## config.mk

```make
export PLATFORM = sky130hd
export DESIGN_NAME = vga_sprite_gen_flat
export DESIGN_NICKNAME = d
export VERILOG_FILES = /design/src/rtl/vga_pkg.sv /design/src/rtl/vga_sprite_gen_if.sv /design/src/rtl/vga_timing.sv /design/src/rtl/vga_sprite_gen.sv /design/src/flat_wrapper.sv
export SDC_FILE = /design/constraint.sdc
export NUM_CORES = 1
export LEC_CHECK = 0
export ABC_AREA = 1
export BUFFER_PORTS_ARGS = -buffer_cell sky130_fd_sc_hd__clkbuf_2
export CAP_MARGIN = 30
export CORE_UTILIZATION = 60
export CTS_CLUSTER_DIAMETER = 200
export DETAILED_ROUTE_END_ITERATION = 10
export PLACE_DENSITY = 0.9
export SETUP_SLACK_MARGIN = 0.4
export SYNTH_ARGS = -nofsm -noshare
export SYNTH_HDL_FRONTEND = slang
export SYNTH_SLANG_ARGS = --single-unit
```

## constraint.sdc

```tcl
create_clock -name clk -period 5.1 [get_ports clk]
set_clock_uncertainty 0.1 [all_clocks]
set_input_delay 1.02 -clock clk [delete_from_list [all_inputs] [get_ports clk]]
set_output_delay 1.02 -clock clk [all_outputs]
set_load 0.1 [all_outputs]
```

## src/rtl/vga_pkg.sv

```systemverilog
// SVGA 800x600@60 timing constants and shared types
// for the sprite generator slice.
package vga_pkg;

  localparam int H_ACTIVE = 800;
  localparam int H_FP     = 40;
  localparam int H_SYNC   = 128;
  localparam int H_BP     = 88;
  localparam int H_TOTAL  = H_ACTIVE + H_FP + H_SYNC + H_BP;

  localparam int V_ACTIVE = 600;
  localparam int V_FP     = 1;
  localparam int V_SYNC   = 4;
  localparam int V_BP     = 23;
  localparam int V_TOTAL  = V_ACTIVE + V_FP + V_SYNC + V_BP;

  localparam int CNT_W = 11;
  localparam int CMP_W = 13;

  typedef logic [CNT_W-1:0]        cnt_t;
  typedef logic signed [CMP_W-1:0] scmp_t;
  typedef logic signed [10:0]      pos_t;
  typedef logic [23:0]             rgb_t;

  localparam pos_t RESET_CX = 11'sd400;
  localparam pos_t RESET_CY = 11'sd300;

  function automatic logic in_win(
    input cnt_t c,
    input int   lo,
    input int   hi
  );
    return (int'(c) >= lo) && (int'(c) <= hi);
  endfunction

endpackage

```

## src/rtl/vga_sprite_gen_if.sv

```systemverilog
// Video pin bundle between the sprite generator
// and the display DAC / sync drivers.
interface vga_sprite_gen_if;

  logic       hsync;
  logic       vsync;
  logic       blank;
  logic [7:0] r;
  logic [7:0] g;
  logic [7:0] b;

  modport master (
    output hsync, vsync, blank,
    output r, g, b
  );

  modport slave (
    input hsync, vsync, blank,
    input r, g, b
  );

endinterface

```

## src/rtl/vga_timing.sv

```systemverilog
// Raster counters plus registered sync, blank
// and frame pulses, one cycle behind the counters.
import vga_pkg::*;

module vga_timing #(
  parameter int H_ACT   = H_ACTIVE,
  parameter int H_FRONT = H_FP,
  parameter int H_SYN   = H_SYNC,
  parameter int H_BACK  = H_BP,
  parameter int V_ACT   = V_ACTIVE,
  parameter int V_FRONT = V_FP,
  parameter int V_SYN   = V_SYNC,
  parameter int V_BACK  = V_BP
) (
  input  logic clk,
  input  logic reset_n,
  output cnt_t hcnt_o,
  output cnt_t vcnt_o,
  output logic last_o,
  output logic hsync_o,
  output logic vsync_o,
  output logic blank_o,
  output logic sof_o,
  output logic eof_o
);

  localparam int HT  = H_ACT + H_FRONT + H_SYN + H_BACK;
  localparam int VT  = V_ACT + V_FRONT + V_SYN + V_BACK;
  localparam int HS0 = H_ACT + H_FRONT;
  localparam int VS0 = V_ACT + V_FRONT;

  cnt_t hcnt_q, hcnt_d;
  cnt_t vcnt_q, vcnt_d;
  logic hend, vend;
  logic hsync_q, vsync_q, blank_q;
  logic sof_q, eof_q;

  always_comb begin
    hend   = hcnt_q == cnt_t'(HT - 1);
    vend   = vcnt_q == cnt_t'(VT - 1);
    hcnt_d = hend ? '0 : hcnt_q + 1'b1;
    vcnt_d = vcnt_q;
    if (hend) begin
      vcnt_d = vend ? '0 : vcnt_q + 1'b1;
    end
  end

  always_ff @(posedge clk or negedge reset_n) begin
    if (!reset_n) begin
      hcnt_q  <= '0;
      vcnt_q  <= '0;
      hsync_q <= 1'b0;
      vsync_q <= 1'b0;
      blank_q <= 1'b1;
      sof_q   <= 1'b0;
      eof_q   <= 1'b0;
    end else begin
      hcnt_q  <= hcnt_d;
      vcnt_q  <= vcnt_d;
      hsync_q <= in_win(hcnt_q, HS0, HS0 + H_SYN - 1);
      vsync_q <= in_win(vcnt_q, VS0, VS0 + V_SYN - 1);
      blank_q <= !(in_win(hcnt_q, 0, H_ACT - 1) &&
                   in_win(vcnt_q, 0, V_ACT - 1));
      eof_q   <= (hcnt_q == cnt_t'(H_ACT - 1)) &&
                 (vcnt_q == cnt_t'(V_ACT - 1));
      sof_q   <= (hcnt_q == cnt_t'(HT - 2)) && vend;
    end
  end

  assign hcnt_o  = hcnt_q;
  assign vcnt_o  = vcnt_q;
  assign last_o  = hend && vend;
  assign hsync_o = hsync_q;
  assign vsync_o = vsync_q;
  assign blank_o = blank_q;
  assign sof_o   = sof_q;
  assign eof_o   = eof_q;

endmodule

```

## src/rtl/vga_sprite_gen.sv

```systemverilog
// SVGA timing + single filled-square sprite; the centre is latched per frame.
// Define CROSSHAIR_EN to overlay a 1-pixel crosshair inside the sprite.
import vga_pkg::*;

module vga_sprite_gen #(
  parameter int   SIZE       = 32,
  parameter rgb_t SPRITE_RGB = 24'hFF0000,
  parameter rgb_t BG_RGB     = 24'h000080,
  parameter int   H_ACT      = H_ACTIVE,
  parameter int   H_FRONT    = H_FP,
  parameter int   H_SYN      = H_SYNC,
  parameter int   H_BACK     = H_BP,
  parameter int   V_ACT      = V_ACTIVE,
  parameter int   V_FRONT    = V_FP,
  parameter int   V_SYN      = V_SYNC,
  parameter int   V_BACK     = V_BP
) (
  input  logic clk,
  input  logic reset_n,
  input  pos_t centerX,
  input  pos_t centerY,
  output logic SOF,
  output logic EOF,
  vga_sprite_gen_if.master vga
);

  localparam scmp_t HALF = scmp_t'(SIZE / 2);
  localparam scmp_t ONE  = 13'sd1;

  cnt_t  hcnt, vcnt;
  logic  last, hsync, vsync, blank;
  pos_t  cx_q, cy_q;
  rgb_t  rgb_q, rgb_d;
  scmp_t hs, vs, cxs, cys;
  scmp_t xlo, xhi, ylo, yhi;
  logic  act, hit;

  vga_timing #(
    .H_ACT   (H_ACT),
    .H_FRONT (H_FRONT),
    .H_SYN   (H_SYN),
    .H_BACK  (H_BACK),
    .V_ACT   (V_ACT),
    .V_FRONT (V_FRONT),
    .V_SYN   (V_SYN),
    .V_BACK  (V_BACK)
  ) u_timing (
    .clk     (clk),
    .reset_n (reset_n),
    .hcnt_o  (hcnt),
    .vcnt_o  (vcnt),
    .last_o  (last),
    .hsync_o (hsync),
    .vsync_o (vsync),
    .blank_o (blank),
    .sof_o   (SOF),
    .eof_o   (EOF)
  );

  // Signed 13-bit compare so off-screen centres clip without wrap.
  always_comb begin
    hs  = {2'b00, hcnt};
    vs  = {2'b00, vcnt};
    cxs = {{2{cx_q[10]}}, cx_q};
    cys = {{2{cy_q[10]}}, cy_q};
    xlo = cxs - HALF;
    xhi = cxs + HALF - ONE;
    ylo = cys - HALF;
    yhi = cys + HALF - ONE;
    hit = (hs >= xlo) && (hs <= xhi) &&
          (vs >= ylo) && (vs <= yhi);
    act = in_win(hcnt, 0, H_ACT - 1) &&
          in_win(vcnt, 0, V_ACT - 1);
    rgb_d = '0;
    if (act) begin
      rgb_d = hit ? SPRITE_RGB : BG_RGB;
    end
`ifdef CROSSHAIR_EN
    if (act && hit && ((hs == cxs) || (vs == cys))) begin
      rgb_d = ~SPRITE_RGB;
    end
`endif
  end

  always_ff @(posedge clk or negedge reset_n) begin
    if (!reset_n) begin
      cx_q  <= RESET_CX;
      cy_q  <= RESET_CY;
      rgb_q <= '0;
    end else begin
      rgb_q <= rgb_d;
      if (last) begin
        cx_q <= centerX;
        cy_q <= centerY;
      end
    end
  end

  assign vga.hsync = hsync;
  assign vga.vsync = vsync;
  assign vga.blank = blank;
  assign vga.r     = rgb_q[23:16];
  assign vga.g     = rgb_q[15:8];
  assign vga.b     = rgb_q[7:0];

endmodule
```

## src/flat_wrapper.sv

```systemverilog
// flat-port wrapper written by rule: the top's interface ports become plain ports
module vga_sprite_gen_flat 
#(
  parameter int   SIZE       = 32,
  parameter rgb_t SPRITE_RGB = 24'hFF0000,
  parameter rgb_t BG_RGB     = 24'h000080,
  parameter int   H_ACT      = H_ACTIVE,
  parameter int   H_FRONT    = H_FP,
  parameter int   H_SYN      = H_SYNC,
  parameter int   H_BACK     = H_BP,
  parameter int   V_ACT      = V_ACTIVE,
  parameter int   V_FRONT    = V_FP,
  parameter int   V_SYN      = V_SYNC,
  parameter int   V_BACK     = V_BP
)
  (clk, reset_n, centerX, centerY, SOF, EOF, vga_hsync, vga_vsync, vga_blank, vga_r, vga_g, vga_b);
  vga_sprite_gen_if vga_i ();
  input  logic clk;
  input  logic reset_n;
  input  pos_t centerX;
  input  pos_t centerY;
  output logic SOF;
  output logic EOF;
  output wire logic [$bits(vga_i.hsync)-1:0] vga_hsync;
  output wire logic [$bits(vga_i.vsync)-1:0] vga_vsync;
  output wire logic [$bits(vga_i.blank)-1:0] vga_blank;
  output wire logic [$bits(vga_i.r)-1:0] vga_r;
  output wire logic [$bits(vga_i.g)-1:0] vga_g;
  output wire logic [$bits(vga_i.b)-1:0] vga_b;
  assign vga_hsync = vga_i.hsync;
  assign vga_vsync = vga_i.vsync;
  assign vga_blank = vga_i.blank;
  assign vga_r = vga_i.r;
  assign vga_g = vga_i.g;
  assign vga_b = vga_i.b;
  vga_sprite_gen #(.SIZE(SIZE), .SPRITE_RGB(SPRITE_RGB), .BG_RGB(BG_RGB), .H_ACT(H_ACT), .H_FRONT(H_FRONT), .H_SYN(H_SYN), .H_BACK(H_BACK), .V_ACT(V_ACT), .V_FRONT(V_FRONT), .V_SYN(V_SYN), .V_BACK(V_BACK)) u_core (.clk(clk), .reset_n(reset_n), .centerX(centerX), .centerY(centerY), .SOF(SOF), .EOF(EOF), .vga(vga_i));
endmodule
```

==> flow_summary.yaml <==
global_routing:
  grt.met2_usage_pct: 47.8
  grt_util_met1_pct: 33.7
  vias_in_the_first_global_route: 3705
  antenna_violations_before_repair: 0
  met3_routing_resource_usage_after_global_routing_pct: 4.24
  grt.busiest_layer: "met2"
  gr-usage-all-layers_pct: 27.3
  grt_start_max_net_pins: 52
  wire_length_of_the_first_global_routing_pass_um: 16400
  global_route.overflow_total: 0
yosys:
  synth-main-ff-cell: "dfrtp_1"
  synth_simple_gate_area_share_pct: 26.9
  synth-adder-area-share_pct: 16.4
  synthMuxAreaShare_pct: 0
  synth_top_cells_by_count: "131 x nand2_1, 88 x inv_1, 58 x ha_1, 57 x nor2_1, 43 x dfrtp_1"
  yosysUniqueCellTypes: 35
  synth_cells: 598
  synth.most_common_cell: "nand2_1"
  yosys-top-cells-area: "dfrtp_1 24%, ha_1 16%, nand2_1 11%"
  netlist.top_cell.by_area: "dfrtp_1"
  synthesized_flop_and_latch_total: 51
  synth_compound_gate_area_share_pct: 7.48
  synth_edf_count: 0
  synth_area_um2: 4410
  synth_warnings: 0
  synth_xor_xnor_area_share_pct: 7.54
  synth_seq_area_share_pct: 29.1
  postSynthAreaPerCell_um2: 7.38
  synth_top_family_by_area: "simple AND/OR/NAND/NOR gates"
  share_of_synthesized_flip_flops_with_an_asynchronous_set_or_reset_pct: 100
  netlist.area_leader.share_pct: 24.4
layout:
  number_of_nets_at_the_end_of_the_flow: 709
  share_of_post_route_cells_with_drive_strength_above_1_pct: 11.1
  stdcell_area_um2: 4680
  antennaDiodeCount: 0
  area_growth_pct: 6.09
timing:
  setup_viol: 0
  maxSlewHeadroom_pct: 37.3
  grt_setup_unrepaired: "no"
  whs_ns: 0.469
  fin_tns_setup_ns: 0
  final-hold-violation-count: 0
  maxSlewViolCount: 0
  slew_worst_pin_ns: 0.939
  fmax_mhz: 338
  min_period_ns: 2.96
  finalCritPeriodShare_pct: 58.0
critical_path:
  worstPathArrival_ns: 3.08
  worst_stage_delay_on_the_critical_path_ns: 0.60
  crit_path_start_kind: "flip-flop"
  critical_path.max_fanout: 7
  path_buf_inv: 4
  timing.critical_path.cells: "inv_1 -> ha_1 -> nor2_1 -> nand3_1 -> nor2_1 -> nand2_1 -> xor2_1 -> inv_1 -> ha_1 -> nand2_1 -> inv_1 -> nand3_1 -> nor3_1 -> nand4_1 -> nand3_1 -> nand3_1 -> nand2_1 -> inv_1"
  criticalPathCategory: "reg2reg"
  timing.critical_path.to_type: "flip-flop"
  cp.required_ns: 5.22
  critPathTopFamily: "simple AND/OR/NAND/NOR gates"
  worst_path_max_delay_cell: "dfstp_2"
floorplan:
  ioPinCount: 53
  core_area_um2: 6940
  start_util_pct: 63.6
  fp.dieH_um: 87.8
  placement_rows: 30
  total_die_area_um2: 7700
  dieWidth_um: 87.8
route:
  post_drt_via_cell_ratio: 5.35
  drc: 0
  route.vias.total: 3871
  wirelength_um: 9530
  wl_per_cell_um: 13.2
  detailedRoute.firstIterationViolations: 253
  drt-pass1-iter-count: 4
  number_of_nets_with_antenna_violations_after_routing: 0
clocking:
  post_cts.resized_instances: 0
  cts_post_setup_buffers_inserted: 0
  tritoncts_num_sinks: 51
  cts_buffer_depth: 2
  cts_tree: "done"
  root_buffer: "clkbuf_8"
  number_of_buffers_created_by_cts: 5
  worst_setup_hold_path_clk_slew_ns: 0.10
  cts-hold-fix-buffers: 0
  clock_insertion_delay_worst_skew_ns: 0.32
  htree_levels: 2
power_and_ir_drop:
  peakVddDrop_mv: 0.160
  cellPowerDensity_nw_per_um2: 163
  static_leakage_nw: 2.67
place:
  globalplace.congestion: 0.927
  dpl-instance-area_um2: 4570
  port-buffer-count: 37
  placed_wire_length_estimate_after_detailed_placement_um: 7570
job:
  maxCapViolations: 0
hold_path:
  min-delay-path-class: "reg2reg"
status:
  status: "complete, no violations"
==> placed cells by master, fill, tap and decap left out, types with 2 or more instances in the layout <==
cell / netlist / layout
a21oi_1: 24 / 24
clkbuf_2: 0 / 37
a211o_1: 2 / 2
ha_1: 58 / 58
nor3_1: 18 / 18
o21ai_1: 5 / 5
nand2_2: 4 / 4
nand3_1: 35 / 35
inv_2: 3 / 3
nor2_2: 2 / 2
nand2_1: 131 / 131
nor2_1: 57 / 57
nor2_4: 2 / 2
nand3b_1: 2 / 2
nor3_4: 2 / 2
o21ai_0: 24 / 24
xnor2_1: 9 / 9
xor2_1: 29 / 29
nand4_1: 9 / 9
dfrtp_1: 43 / 43
dfstp_2: 8 / 8
inv_1: 88 / 88
clkbuf_8: 0 / 5
nor3b_1: 2 / 2
o21bai_1: 2 / 2
conb_1: 1 / 15
==> kinds of logic after synthesis <==
logic type / after synthesis
simple gates: 268
flops: 51
compound gates: 61
buf+inv: 121
xor+xnor: 38
other cells: 1
fa+ha+maj: 58
==> stage by stage <==
| stage | power, mW | util (%) | setup slack [ns] | instances |
|---|---|---|---|---|
| after floorplan | 0.469 | - | 2.48 | 612 |
| after global placement | 0.477 | 65.8 | 2.37 | 716 |
| after detailed placement | 0.477 | 65.8 | 2.20 | 716 |
| after CTS | 0.769 | 67.4 | 2.19 | 724 |
| after global routing | 0.791 | 67.4 | 1.87 | 724 |
| final | 0.763 | 67.4 | 2.14 | 724 |
==> power by group <==
part,internal [mW],switching [mW],total (mW),leakage [nW]
logic,0.00659,0.0578,0.0644,2.03
registers,0.404,0,0.404,0.587
clock network,0.149,0.145,0.294,0.0558
==> cell type report <==
cell class,count,area (um^2)
Clock buffer,6,72.6
Clock inverter,2,38.8
Inverter,91,342
Sequential cell,51,1290
Fill cell,548,2260
Tap cell,96,120
Timing Repair Buffer,38,193
Multi-Input combinational cell,440,2630
==> state kept, by name, indices dropped and copies added (netlist names) <==
register and count:
u_core.u_timing.vsync_o 1, u_core.rgb_q 2, u_core.u_timing.hsync_o 1, u_core.u_timing.eof_o 1
u_core.u_timing.hcnt_o 11, u_core.cx_q 11, u_core.u_timing.sof_o 1, u_core.u_timing.blank_o 1
u_core.u_timing.vcnt_o 11, u_core.cy_q 11
==> per-layer routing <==
metal	part of all wire, %	vias up
met2	50	140
met5	0	-
met1	42	1777
met4	3.2	0
li1	-	1923
met3	5.5	31
==> final timing paths <==
| check | slack [ns] | from | cells after the start | endpoint |
|---|---|---|---|---|
| max | 2.14 | u_core.cx_q[4]$_DFFE_PN1P_ | 18 | u_core.rgb_q[7]$_DFF_PN0_ |
| min | 0.47 | u_core.cy_q[5]$_DFFE_PN1P_ | 2 | u_core.cy_q[5]$_DFFE_PN1P_ |
| max reg2reg | 2.14 | u_core.cx_q[4]$_DFFE_PN1P_ | 18 | u_core.rgb_q[7]$_DFF_PN0_ |
| min reg2reg | 0.47 | u_core.cy_q[5]$_DFFE_PN1P_ | 2 | u_core.cy_q[5]$_DFFE_PN1P_ |
| max in group asynchronous | 3.75 | reset_n | 2 | u_core.cx_q[5]$_DFFE_PN0P_ |
| min in group asynchronous | 0.71 | reset_n | 2 | u_core.u_timing.vsync_o$_DFF_PN0_ |
==> worst register-to-register path, cell delays in order, from the launching register on <==
cell and delay [ns]:
dfstp_2 0.60, inv_1 0.12, ha_1 0.36, nor2_1 0.12, nand3_1 0.12, nor2_1 0.17
nand2_1 0.09, xor2_1 0.14, inv_1 0.06, ha_1 0.26, nand2_1 0.05, inv_1 0.07
nand3_1 0.06, nor3_1 0.14, nand4_1 0.10, nand3_1 0.09, nand3_1 0.09, nand2_1 0.08
inv_1 0.04
Note: power is estimated with default switching activity, not from simulation.
